File: src/rtl/uart_pkg.sv
// Shared widths, entry layout and packing helper for the UART receive path.
package uart_pkg;

  localparam int UART_DATA_W  = 8;
  localparam int UART_FLAG_W  = 4;
  localparam int UART_ENTRY_W = 12;

  localparam int BE_BIT = 8;
  localparam int OE_BIT = 9;
  localparam int PE_BIT = 10;
  localparam int FE_BIT = 11;

  // Field order places BE at bit 8 through FE at bit 11.
  typedef struct packed {
    logic                   fe;
    logic                   pe;
    logic                   oe;
    logic                   be;
    logic [UART_DATA_W-1:0] data;
  } uart_entry_t;

  // flags is {FE,PE,OE,BE}.
  function automatic uart_entry_t make_entry(input logic [UART_FLAG_W-1:0] flags,
                                             input logic [UART_DATA_W-1:0] data);
    uart_entry_t e;
    e.fe   = flags[FE_BIT-UART_DATA_W];
    e.pe   = flags[PE_BIT-UART_DATA_W];
    e.oe   = flags[OE_BIT-UART_DATA_W];
    e.be   = flags[BE_BIT-UART_DATA_W];
    e.data = data;
    return e;
  endfunction

endpackage

File: src/rtl/uart_sync_fifo_mem.sv
// Simple dual-port register array: synchronous write, registered read.
module uart_sync_fifo_mem
  import uart_pkg::*;
#(
  parameter int DEPTH = 16,
  parameter int WIDTH = UART_ENTRY_W,
  localparam int AW   = $clog2(DEPTH)
) (
  input  logic             clk,
  input  logic             rst,
  input  logic             we,
  input  logic [AW-1:0]    wr_addr,
  input  logic [WIDTH-1:0] wr_data,
  input  logic             re,
  input  logic [AW-1:0]    rd_addr,
  output logic [WIDTH-1:0] rd_data
);

  logic [WIDTH-1:0] mem [DEPTH];

  always_ff @(posedge clk) begin
    if (we) mem[wr_addr] <= wr_data;
  end

  // Read register holds its value between reads; the array itself is never reset.
  always_ff @(posedge clk) begin
    if (rst)     rd_data <= '0;
    else if (re) rd_data <= mem[rd_addr];
  end

endmodule

File: src/rtl/uart_rx_fifo.sv
// Receive frame buffer with back-pressure, sticky over/underflow flags and saturating error counters.
module uart_rx_fifo
  import uart_pkg::*;
#(
  parameter int DEPTH       = 16,
  parameter int STOP_MARGIN = 2,
  parameter int CNT_W       = 8,
  localparam int PTR_W      = $clog2(DEPTH),
  localparam int LVL_W      = $clog2(DEPTH) + 1
) (
  input  logic                    UART_clk,
  input  logic                    rst,
  input  logic [UART_DATA_W-1:0]  rx_data,
  input  logic                    rx_done_tick,
  input  logic                    BE,
  input  logic                    OE,
  input  logic                    PE,
  input  logic                    FE,
  output logic                    rx_stop,
  input  logic                    rd_en,
  output logic [UART_ENTRY_W-1:0] rd_data,
  output logic                    rd_valid,
  output logic                    empty,
  output logic                    full,
  output logic [LVL_W-1:0]        level,
  output logic                    ovf,
  output logic                    udf,
  output logic [CNT_W-1:0]        be_cnt,
  output logic [CNT_W-1:0]        oe_cnt,
  output logic [CNT_W-1:0]        pe_cnt,
  output logic [CNT_W-1:0]        fe_cnt,
  input  logic                    clr_stat
);

  logic [PTR_W-1:0]       wr_ptr;
  logic [PTR_W-1:0]       rd_ptr;
  logic [LVL_W-1:0]       next_level;
  logic [UART_FLAG_W-1:0] flags;
  logic                   wr_acc;
  logic                   rd_acc;
  logic [CNT_W-1:0]       cnt [UART_FLAG_W];
  uart_entry_t            wr_entry;

  assign flags    = {FE, PE, OE, BE};
  assign wr_entry = make_entry(flags, rx_data);
  assign empty    = (level == '0);
  assign full     = (level == LVL_W'(DEPTH));

  // A full FIFO still accepts a frame when a read frees a slot in the same cycle.
  assign rd_acc = rd_en && !empty;
  assign wr_acc = rx_done_tick && (!full || rd_acc);

  always_comb begin
    next_level = level;
    if (wr_acc && !rd_acc)      next_level = level + 1'b1;
    else if (rd_acc && !wr_acc) next_level = level - 1'b1;
  end

  uart_sync_fifo_mem #(
    .DEPTH (DEPTH),
    .WIDTH (UART_ENTRY_W)
  ) u_mem (
    .clk     (UART_clk),
    .rst     (rst),
    .we      (wr_acc),
    .wr_addr (wr_ptr),
    .wr_data (wr_entry),
    .re      (rd_acc),
    .rd_addr (rd_ptr),
    .rd_data (rd_data)
  );

  always_ff @(posedge UART_clk) begin
    if (rst) begin
      wr_ptr   <= '0;
      rd_ptr   <= '0;
      level    <= '0;
      rd_valid <= 1'b0;
      rx_stop  <= 1'b0;
    end else begin
      if (wr_acc) wr_ptr <= wr_ptr + 1'b1;
      if (rd_acc) rd_ptr <= rd_ptr + 1'b1;
      level    <= next_level;
      rd_valid <= rd_acc;
      rx_stop  <= (next_level >= LVL_W'(DEPTH - STOP_MARGIN));
    end
  end

  // clr_stat takes priority over any overflow, underflow or tick in the same cycle.
  always_ff @(posedge UART_clk) begin
    if (rst || clr_stat) begin
      ovf <= 1'b0;
      udf <= 1'b0;
      for (int i = 0; i < UART_FLAG_W; i++) cnt[i] <= '0;
    end else begin
      if (rx_done_tick && !wr_acc) ovf <= 1'b1;
      if (rd_en && empty)          udf <= 1'b1;
      for (int i = 0; i < UART_FLAG_W; i++) begin
        if (rx_done_tick && flags[i] && (cnt[i] != '1)) cnt[i] <= cnt[i] + 1'b1;
      end
    end
  end

  assign be_cnt = cnt[0];
  assign oe_cnt = cnt[1];
  assign pe_cnt = cnt[2];
  assign fe_cnt = cnt[3];

endmodule
File: config.mk
export PLATFORM = sky130hd
export DESIGN_NAME = uart_rx_fifo
export DESIGN_NICKNAME = d
export VERILOG_FILES = /design/src/rtl/uart_pkg.sv /design/src/rtl/uart_sync_fifo_mem.sv /design/src/rtl/uart_rx_fifo.sv
export SDC_FILE = /design/constraint.sdc
export NUM_CORES = 1
export LEC_CHECK = 0
export ABC_AREA = 1
export ABC_CLOCK_PERIOD_IN_PS = 4500
export BUFFER_PORTS_ARGS = -buffer_cell sky130_fd_sc_hd__buf_2
export CORE_MARGIN = 2
export CORE_UTILIZATION = 45
export CTS_CLUSTER_DIAMETER = 40
export DETAILED_ROUTE_END_ITERATION = 16
export HOLD_SLACK_MARGIN = 0.12
export SLEW_MARGIN = 40
export SYNTH_ARGS = -nofsm -noshare
export SYNTH_HDL_FRONTEND = slang
export SYNTH_HIERARCHICAL = 1
export SYNTH_SLANG_ARGS = --single-unit
export TNS_END_PERCENT = 1
File: constraint.sdc
create_clock -name UART_clk -period 4.5 [get_ports UART_clk]
set_clock_uncertainty 0.05 [all_clocks]
set_input_delay 0.9 -clock UART_clk [delete_from_list [all_inputs] [get_ports UART_clk]]
set_output_delay 0.9 -clock UART_clk [all_outputs]
set_load 0.005 [all_outputs]
-- Yosys cells after proc, flatten, opt, wreduce, memory -nomap -nowiden
Memories as Yosys holds them, arrays and structs flattened. A register that Yosys moved wholly into a read port is not among the register bits.
Index checks and enable logic that the tools add are counted.
- input port bits: 17
- memories kept: 2
- RAM bits: 224
- bits in registers: 17
- output and inout port bits: 55
- logic and storage cells: 70
- memory list (memory ; words ; width ; read ports ; clocked after Yosys merged registers in ; wr ports ; line ; text):
    u_mem.mem ; 16 ; 12 ; 1 ; 1 ; 1 ; uart_sync_fifo_mem.sv:19 ; logic [WIDTH-1:0] mem [DEPTH];
    cnt ; 4 ; 8 ; 4 ; 0 ; 4 ; uart_rx_fifo.sv:41 ; logic [CNT_W-1:0] cnt [UART_FLAG_W];
- muxes and demuxes: 22
- bitwise operators: 4
- add/sub/neg operators: 8
- eq/ne operators: 5
- reductions and logical operators: 21
- magnitude comparators: 1
- operator list (kind ; number):
    8-bit by 1-bit adder with 8-bit output, second input constant ; 4
    8-bit two-way mux ; 4
    8-bit inequality test, second input constant ; 4
    1-bit two-way mux ; 16
    1-bit logical AND ; 14
    5-bit two-way mux ; 2
    4-bit by 1-bit adder with 4-bit output, second input constant ; 2
    5-bit by 1-bit adder with 5-bit output, second input constant ; 1
    5-bit equality test, second input constant ; 1
    5-bit by 4-bit >= comparator with 1-bit output, second input constant ; 1
    5-bit logical NOT ; 1
    5-bit by 1-bit subtractor with 5-bit output, second input constant ; 1
    1-bit logical NOT ; 4
    1-bit bitwise OR ; 4
    1-bit logical OR ; 2

-- Depth between registers and ports, before layout
Gate-level depths: netlist (run 1).
- depth after elaboration: 10
- depth in mapped cells: 12
- mapped depth without buffers: 10

-- Hierarchy
The synthesis (run 1) kept the hierarchy.
- modules (own cells, without submodules) (module ; area an instance (um^2) ; cells an instance ; times used):
    uart_sync_fifo_mem ; 8236.6 ; 720 ; 1
    uart_rx_fifo ; 2570.0 ; 283 ; 1

-- Worst setup path after synthesis (run 1)
Ideal clock, no wire load.
- path type: reg2reg
- from: reg level[0]
- to: mem u_mem/mem[15][0] in the netlist's numbering (enable)
- period minus slack after synthesis: 2.343 ns
- data required time: 4.070 ns
- setup slack: 2.157 ns
- data arrival time: 1.913 ns
- cell stages (with the launch flop): 10
- path through: dfxtp_1 -> inv_1 -> ha_1 -> nand3_4 -> inv_2 -> nand2_1 -> nand2_1 -> inv_2 -> nand3_1 -> nor2_1
- elaborated cells between the ends (all ways): 9
- those cells by class: eq/ne: 1; mux: 2; reduce/logical: 6
- RTL lines (item ; line ; text):
    start: declaration ; uart_rx_fifo.sv:25 ; output logic [LVL_W-1:0] level,
    start signal: assignment ; uart_rx_fifo.sv:83 ; level <= next_level;
    5-bit equality test ; uart_rx_fifo.sv:47 ; assign full = (level == LVL_W'(DEPTH));
    via full ; uart_rx_fifo.sv:24 ; output logic full,
    1-bit logical NOT ; uart_rx_fifo.sv:51 ; assign wr_acc = rx_done_tick && (!full || rd_acc);
    1-bit logical OR ; uart_rx_fifo.sv:51 ;
    1-bit logical AND ; uart_rx_fifo.sv:51 ;
    via wr_acc ; uart_rx_fifo.sv:39 ; logic wr_acc;
    1-bit two-way mux ; uart_sync_fifo_mem.sv:22 ; if (we) mem[wr_addr] <= wr_data;
    1-bit two-way mux (not written as such) ; uart_sync_fifo_mem.sv:22 ;
    end: declaration ; uart_sync_fifo_mem.sv:19 ;
The timed path passes the listed nets, and every way through them passes these cells.

-- Worst setup path after layout (run 1)
- from: reg level[0]
- to: out empty
- word-level cells in the longest chain between the ends: 1
- ends and longest elaborated chain (item ; line ; text):
    5-bit logical NOT ; uart_rx_fifo.sv:46 ; assign empty = (level == '0);
    end: declaration ; uart_rx_fifo.sv:23 ; output logic empty,
Every way passes these cells.

==> results of run 1 <==
==> through the flow <==
step           util [%]  hold WS (ns)
5_1_grt            53.5         0.459
3_3_place_gp       48.1         0.395
3_5_place_dp       48.3         0.403
6_report           53.5         0.417
2_1_floorplan         -         0.389
4_1_cts            53.5         0.419
==> metal layers <==
layer | routed length, um | vias up | share of wire (%) | GRT usage (%)
li1 | - | 3592 | - | -
met1 | 10800 | 3496 | 45 | 26.1
met2 | 11600 | 193 | 48 | 31.0
met3 | 1270 | 42 | 5.3 | 3.59
met4 | 496 | 0 | 2.1 | 5.87
met5 | 0 | - | 0 | 0
==> kinds of logic (layout without fill, tap and decap cells) <==
family          count (synthesis)  in the layout
simple gates                  600            600
fa+ha+maj                       8              8
xor+xnor                       16             16
flops                         253            253
buf+inv                        98            194
compound gates                 28             28
==> flip-flops by register name (all words and copies together), names as in the netlist <==
name	flops
u_mem/rd_data	12
wr_ptr	4
rx_stop	1
level	5
rd_ptr	4
u_mem/mem	192
rd_valid	1
udf	1
cnt	32
ovf	1
==> cells in the final DEF (no fill, tap or decap), types with 4 or more instances in the layout <==
cell type    n
nand4_1     15
nand3_1    180
clkinv_4     4
inv_1       47
bufinv_16    4
clkinv_1     5
nor2_1      69
nor3_1       8
edfxtp_1   224
nand2_1    300
xor2_1      11
clkinv_2     5
dfxtp_1     27
inv_2        4
clkbuf_16   38
clkbuf_1     4
nor2_2      16
o21ai_0     10
xnor2_1      5
ha_1         8
a21oi_1     10
buf_2       71
==> power by group through the flow <==
stage / Combinational (mW) / Sequential [mW] / Clock [mW]
after floorplan: 0.507 / 2.72 / 0
after global placement: 0.726 / 2.72 / 0
after detailed placement: 0.727 / 2.72 / 0
after CTS: 0.731 / 2.68 / 2.87
after global routing: 0.820 / 2.68 / 2.97
final: 0.726 / 2.68 / 2.81
==> worst max-delay path by stage <==
stage                        start                          to  slack, ns
3_3_place_gp                 rd_en   u_mem/mem[0][3]$_DFFE_PP_       1.50
6_report       level[0]$_SDFF_PP0_                       empty       1.85
5_1_grt        level[0]$_SDFF_PP0_   u_mem/mem[8][3]$_DFFE_PP_       1.68
2_1_floorplan  level[0]$_SDFF_PP0_  u_mem/mem[15][0]$_DFFE_PP_       2.16
4_1_cts        level[0]$_SDFF_PP0_                       empty       1.84
3_5_place_dp          rx_done_tick  u_mem/mem[12][1]$_DFFE_PP_       1.72
==> final cells by class <==
class	instances	area (um^2)	area share [%]
repair buffers	75	389	3.09
clock buffers	43	980	7.77
well taps	319	399	3.17
flip-flops and latches	253	7310	58.0
multi-input cells	652	3070	24.3
inverters	54	210	1.67
clock inverters	22	244	1.94
==> metrics.log, run 1 <==
INFO  metric routability_cong = between 0.7 and 0.8
INFO  metric cp_data_required_time = roughly 3.6 ns
INFO  metric grt-ovfl-total = 0
INFO  metric cts.root.buffer_cell = clkbuf_16
INFO  metric total_switching_power = 1.57 mW
INFO  metric fp-row-count = 56
INFO  metric synth_top_area_cell = edfxtp_1
INFO  metric layout_setup_ws = approximately 1.8 ns
INFO  metric yosysMostFrequentCell = nand2_1
INFO  metric clock_tree.buffer_depth = 3
INFO  metric design_power_total = 6.21 mW
INFO  metric grt_start_max_net_pins = 100
INFO  metric powerDensity = between 400 and 500 nW/um^2
INFO  metric cell_count_after_synthesis = ~1000
INFO  metric worst_path_largest_cell_delay = ~0.4 ns
INFO  metric design.portCount = 72
INFO  metric postRouteAntennaNets = 0
INFO  metric intPower = roughly 4.6 mW
INFO  metric clk_transition_reported_paths = 0.05 ns
INFO  metric grt_first_pass_wirelength = 38000 um
INFO  metric postSynthAreaPerCell = between 10 and 15 um^2
INFO  metric crit_family = flip-flops
INFO  metric numCtsBuffers = 36
INFO  metric critPathCaptureType = primary output
INFO  metric antennaDiodeCount = 0
INFO  metric ys_seq_area_share = between 60% and 70%
INFO  metric critical_r2r_launch = level[0]$_SDFF_PP0_
INFO  metric synth_area = 10800 um^2
INFO  metric critical_path.reg2reg.endpoint = u_mem/mem[13][1]$_DFFE_PP_
INFO  metric power.share.combinational = 11.7%
INFO  metric cts.repair_timing.setup_buffer_count = 0
INFO  metric wirelength = 24100 um
INFO  metric grt_pass1_vias = around 7000
INFO  metric clock_sinks = around 250
INFO  metric seqPwrFrac = between 40% and 50%
INFO  metric combinational_family_with_the_most_area_after_synthesis = simple AND/OR/NAND/NOR gates
INFO  metric maxSlewHeadroom = approximately half
INFO  metric power.leakage = between 4 and 5 nW
INFO  metric hold-path-cell-count = 1
INFO  metric count_of_unresolved_drc_violations_after_routing = 0
INFO  metric max-vdd-ir-drop = approximately 0.3 mV
INFO  metric max_slew_violations = 0
INFO  metric finalHoldViolations = 0
INFO  metric drt-pass1-iter-count = 5
INFO  metric initial_utilization = between 40% and 50%
INFO  metric status = finished, final reports clean
INFO  metric fmax = around 0.38 GHz
INFO  metric insertion_delay = 0.51 ns
INFO  metric synth_simple_gate_area_share = 24.2%
INFO  metric postPlaceCellArea = roughly 11000 um^2
INFO  metric final.fill_count = ~2100
INFO  metric tritoncts = done
INFO  metric grt_antenna_before_repair = 0
INFO  metric min_delay_worst_endpoint = ovf$_SDFFE_PP0P_
INFO  metric synth_seq_cells = 253
INFO  metric layout-drive-gt1-share = 15.1%
INFO  metric initialDrtViolationCount = around 470
INFO  metric placeableCoreArea = about 24000 um^2
INFO  metric groute.usage.overall = 19.0%
INFO  metric finish.instance_area = approximately 13000 um^2
INFO  metric fraction_of_synthesized_cell_area_taken_by_the_top_area_cell_type = between 60% and 70%
INFO  metric async_flop_share = 0%
INFO  metric ranking_of_synthesized_cells_by_instance_count = 300 x nand2_1, 224 x edfxtp_1, 180 x nand3_1
INFO  metric vias = 7323
INFO  metric critPathKind = register to primary output
INFO  metric critical_path.max_fanout = 6
INFO  metric worstSetupStartpointType = register
INFO  metric synth_enable_flop_cells = 224
INFO  metric r2r.worst_path.cells = 9
INFO  metric cp_cell_sequence = inv_1 > ha_1 > nand3_4 > inv_1 > buf_2
INFO  metric count_of_input_and_output_buffers = about 70
INFO  metric cp_data_arrival_time = 1.70 ns
INFO  metric postSynthNetCount = 1028
INFO  metric critical_path_depth = 5
INFO  metric drt-vias-per-instance = around 5.2
INFO  metric cts.repair.resized = 0
INFO  metric routedWlPerCell = 17.0 um
INFO  metric crit_slowest_cell = dfxtp_1
INFO  metric floorplan.die.width = 159 um
INFO  metric worst-path-buf-inv = 3
INFO  metric cpMostUsedCell = inv_1
INFO  metric synth.yosys.warnings = 6
INFO  metric min_period = 2.65 ns
INFO  metric synth_cell_type_count = 36
INFO  metric setup_tns = 0 ns
INFO  metric synth.mux.area_fraction = 0%
INFO  metric r2r_setup_slk = 1.86 ns
INFO  metric holdCritStartpoint = ovf$_SDFFE_PP0P_
INFO  metric syn2layout_area_growth = 16.6%
INFO  metric rsz0062_at_grt = no
INFO  metric hold_path_class = register to register
INFO  metric preCtsSetupSlack = around 1.7 ns
INFO  metric finish.cell_count_without_fillers = between 1000 and 1500
INFO  metric clkPwrFrac = around 45%
INFO  metric synth_xor_area_share = ~1.3%
INFO  metric netlist_top_cells_area = edfxtp_1 62%, nand2_1 10%, nand3_1 8.3%
INFO  metric complex_gate_fraction_of_the_synthesized_area = 1.57%
INFO  metric maxCapViolCount = 0
INFO  metric detailedPlacementHpwl = roughly 15000 um
INFO  metric postSynth.topFlopCell = edfxtp_1
INFO  metric placed_cells = between 1000 and 1500
INFO  metric sw_frac_of_total = around 25%
INFO  metric htree_levels = 2
INFO  metric cts-hold-fix-buffers = 0
INFO  metric synthAdderAreaFrac = 0.926%
INFO  metric worst-slew-pin-transition = around 0.75 ns
INFO  metric die_area = between 20000 and 30000 um^2
INFO  metric setup_violations = 0
INFO  metric final_net_count = about 1100
INFO  metric final_period_utilization = between 50 and 60%
INFO  metric die_height = 159 um
No activity file was read; power rests on OpenSTA's default activity.
==> run 2: changes to the inputs <==
ABC_AREA = 0   (was 1)
ABC_CLOCK_PERIOD_IN_PS = 2500   (was 4500)
clock period = 2.5 ns   (was 4.5 ns; I/O delays follow)
==> metrics.log, run 2 <==
INFO  metric status = finished, final reports clean
INFO  metric initial_utilization = 45.8%
INFO  metric ys_seq_area_share = slightly above 70%
INFO  metric postSynthAreaPerCell = 14.8 um^2
INFO  metric cp_cell_sequence = inv_1 > ha_1 > nand4bb_1 > inv_2 > a21boi_1 > or3b_1 > nor2_1 > buf_4
INFO  metric groute.usage.overall = 19.0%
INFO  metric initialDrtViolationCount = 411
INFO  metric numCtsBuffers = 37
INFO  metric wirelength = 22900 um
INFO  metric cts.repair_timing.setup_buffer_count = 0
INFO  metric layout-drive-gt1-share = approximately a fifth
INFO  metric synth_cell_type_count = between 40 and 50
INFO  metric routability_cong = between 0.8 and 0.9
INFO  metric placeableCoreArea = 22600 um^2
INFO  metric largest_reg_flops = 192
INFO  metric final.fill_count = around 1800
INFO  metric maxCapViolCount = 0
INFO  metric grt_first_pass_wirelength = 34800 um
INFO  metric cts.root.buffer_cell = clkbuf_16
INFO  metric hold_path_class = input port to register
INFO  metric critical_path.max_fanout = 12
INFO  metric fmax = 0.432 GHz
INFO  metric worst_hold_slack = 0.236 ns
INFO  metric vias = 6118
INFO  metric max_slew_violations = 0
INFO  metric min_period = between 2 and 2.5 ns
INFO  metric synth_area = about 10000 um^2
INFO  metric reg_top3 = u_mem/mem (192), cnt (32), u_mem/rd_data (12)
INFO  metric htree_levels = 2
INFO  metric grt-ovfl-total = 0
INFO  metric clock_sinks = between 200 and 300
INFO  metric grt_start_max_net_pins = 54
INFO  metric largest_register = u_mem/mem
INFO  metric fraction_of_synthesized_cell_area_taken_by_the_top_area_cell_type = around 65%
INFO  metric critPathKind = register to register
INFO  metric layout.cells.most_common = edfxtp_1
INFO  metric total_switching_power = approximately 2.6 mW
INFO  metric clock_tree.buffer_depth = 3
INFO  metric cp_data_required_time = about 2.6 ns
INFO  metric met2_usage = a little under a third
INFO  metric postSynthNetCount = about 720
INFO  metric ranking_of_synthesized_cells_by_instance_count = 224 x edfxtp_1, 98 x mux2i_1, 63 x nor2_1
INFO  metric grt_antenna_before_repair = 0
INFO  metric tritoncts = done
INFO  metric insertion_delay = approximately 0.5 ns
INFO  metric postRouteAntennaNets = 0
INFO  metric maxSlewHeadroom = 49.9%
INFO  metric die_area = ~24000 um^2
INFO  metric crit_family = simple AND/OR/NAND/NOR gates
INFO  metric floorplan.die.width = approximately 160 um
INFO  metric synth_seq_cells = around 250
INFO  metric count_of_input_and_output_buffers = 71
INFO  metric drt-pass1-iter-count = 4
INFO  metric cell_count_after_synthesis = 697
INFO  metric synth.yosys.warnings = 6
INFO  metric drt-vias-per-instance = around 5.5
INFO  metric sw_frac_of_total = 23.1%
INFO  metric seqPwrFrac = about 45%
INFO  metric netlist_top_cells_area = edfxtp_1 65%, mux2i_1 9.5%, dfxtp_1 5.6%
INFO  metric postSynth.topFlopCell = edfxtp_1
INFO  metric setup_violations = 0
INFO  metric rsz0062_at_grt = no
INFO  metric power.leakage = approximately 4.3 nW
INFO  metric crit_slowest_cell = or3b_1
INFO  metric grt_pass1_vias = a little over 6000
INFO  metric grt.met1_usage = roughly a quarter
INFO  metric fp-row-count = 55
INFO  metric grt.met3_usage = roughly 3.8%
INFO  metric synth_enable_flop_cells = between 200 and 250
INFO  metric count_of_unresolved_drc_violations_after_routing = 0
INFO  metric most-common-layout-cells = 224 x edfxtp_1, 98 x mux2i_1, 71 x buf_2, 62 x nor2_1, 52 x nand3_1
INFO  metric syn2layout_area_growth = 19.5%
INFO  metric design.portCount = 72
INFO  metric clk_transition_reported_paths = about 0.050 ns
INFO  metric finalHoldViolations = 0
INFO  metric die_height = ~160 um
INFO  metric worst-slew-pin-transition = about 0.75 ns
INFO  metric grt-busiest-layer = met2
INFO  metric yosysMostFrequentCell = edfxtp_1
INFO  metric multi_input_area = 2780 um^2
INFO  metric cts-hold-fix-buffers = 0
INFO  metric powerDensity = between 800 and 900 nW/um^2
INFO  metric cp_data_arrival_time = between 2 and 2.5 ns
INFO  metric worst-path-buf-inv = 3
INFO  metric power.share.combinational = 9.1%
INFO  metric antennaDiodeCount = 0
INFO  metric async_flop_share = 0%
INFO  metric routedWlPerCell = about 20 um
INFO  metric synth_top_area_cell = edfxtp_1
INFO  metric max-vdd-ir-drop = 0.466 mV
INFO  metric intPower = about 8.5 mW
INFO  metric setup_tns = 0 ns
INFO  metric cts.repair.resized = 0
INFO  metric critPathCaptureType = register
INFO  metric seq_area = 7310 um^2
INFO  metric final_period_utilization = between 90 and 100%
INFO  metric final_net_count = a little over 800
INFO  metric worstSetupStartpointType = register
INFO  metric detailedPlacementHpwl = 14800 um
INFO  metric clkPwrFrac = between 40% and 50%
INFO  metric worst_path_largest_cell_delay = between 0.4 and 0.5 ns
-- run 2: path summary, 6_finish.rpt --
path / cells after the start / from / end / slack, ns
worst max-delay path: 8 / level[0]$_SDFF_PP0_ / u_mem/mem[3][0]$_DFFE_PP_ / 0.19
worst min-delay path: 2 / clr_stat / udf$_SDFFE_PP0P_ / 0.24
worst max register to register: 8 / level[0]$_SDFF_PP0_ / u_mem/mem[3][0]$_DFFE_PP_ / 0.19
worst min register to register: 2 / u_mem/rd_data[1]$_SDFFE_PP0P_ / u_mem/rd_data[1]$_SDFFE_PP0P_ / 0.42
-- run 2: per-layer routing --
layer | vias up | share of wire, %
met5 | - | 0
met4 | 0 | 2.2
met3 | 40 | 5.5
met2 | 167 | 48
met1 | 3059 | 45
li1 | 2852 | -
-- run 2: area by class of cell --
type	instances	share of cell area, %
multi-input combinational	400	22.5
tap	285	2.89
clock inverter	16	1.48
inverter	12	0.365
sequential	253	59.2
timing repair buffer	100	4.84
clock buffer	51	8.68
-- run 2: cells by family after synthesis --
family	share of synthesized area, %
AOI/OAI and AO/OA	4.35
xor gates and xnor gates	2.80
buffers and inverters	2.65
adders and majority gates	0.968
and+or+nand+nor	9.05
muxes	9.49
DFF	70.7
-- run 2: metrics by stage --
stage	util, %	instances	setup WS [ns]	instance area [um^2]	power [mW]
2_1_floorplan	-	697	-0.344	10400	5.59
3_3_place_gp	49.1	1050	0.241	11100	6.02
3_5_place_dp	49.1	1050	0.198	11100	6.05
4_1_cts	54.7	1117	0.182	12300	11.2
5_1_grt	54.7	1117	0.0457	12300	11.5
6_report	54.7	1117	0.185	12300	11.1
-- run 2: worst register-to-register path: stages (launching register included) --
cell and delay [ns]:
dfxtp_1 0.33, inv_1 0.05, ha_1 0.23, nand4bb_1 0.16, inv_2 0.06, a21boi_1 0.28
or3b_1 0.47, nor2_1 0.13, buf_4 0.25
-- run 2: power by group through the flow --
stage / clock network (mW) / registers (mW) / logic (mW)
detailed placement: 0 / 5.04 / 1.01
global route: 5.42 / 4.98 / 1.12
global placement: 0 / 5.03 / 0.991
floorplan: 0 / 5.02 / 0.567
finish: 5.15 / 4.96 / 1.01
CTS: 5.25 / 4.96 / 1.01
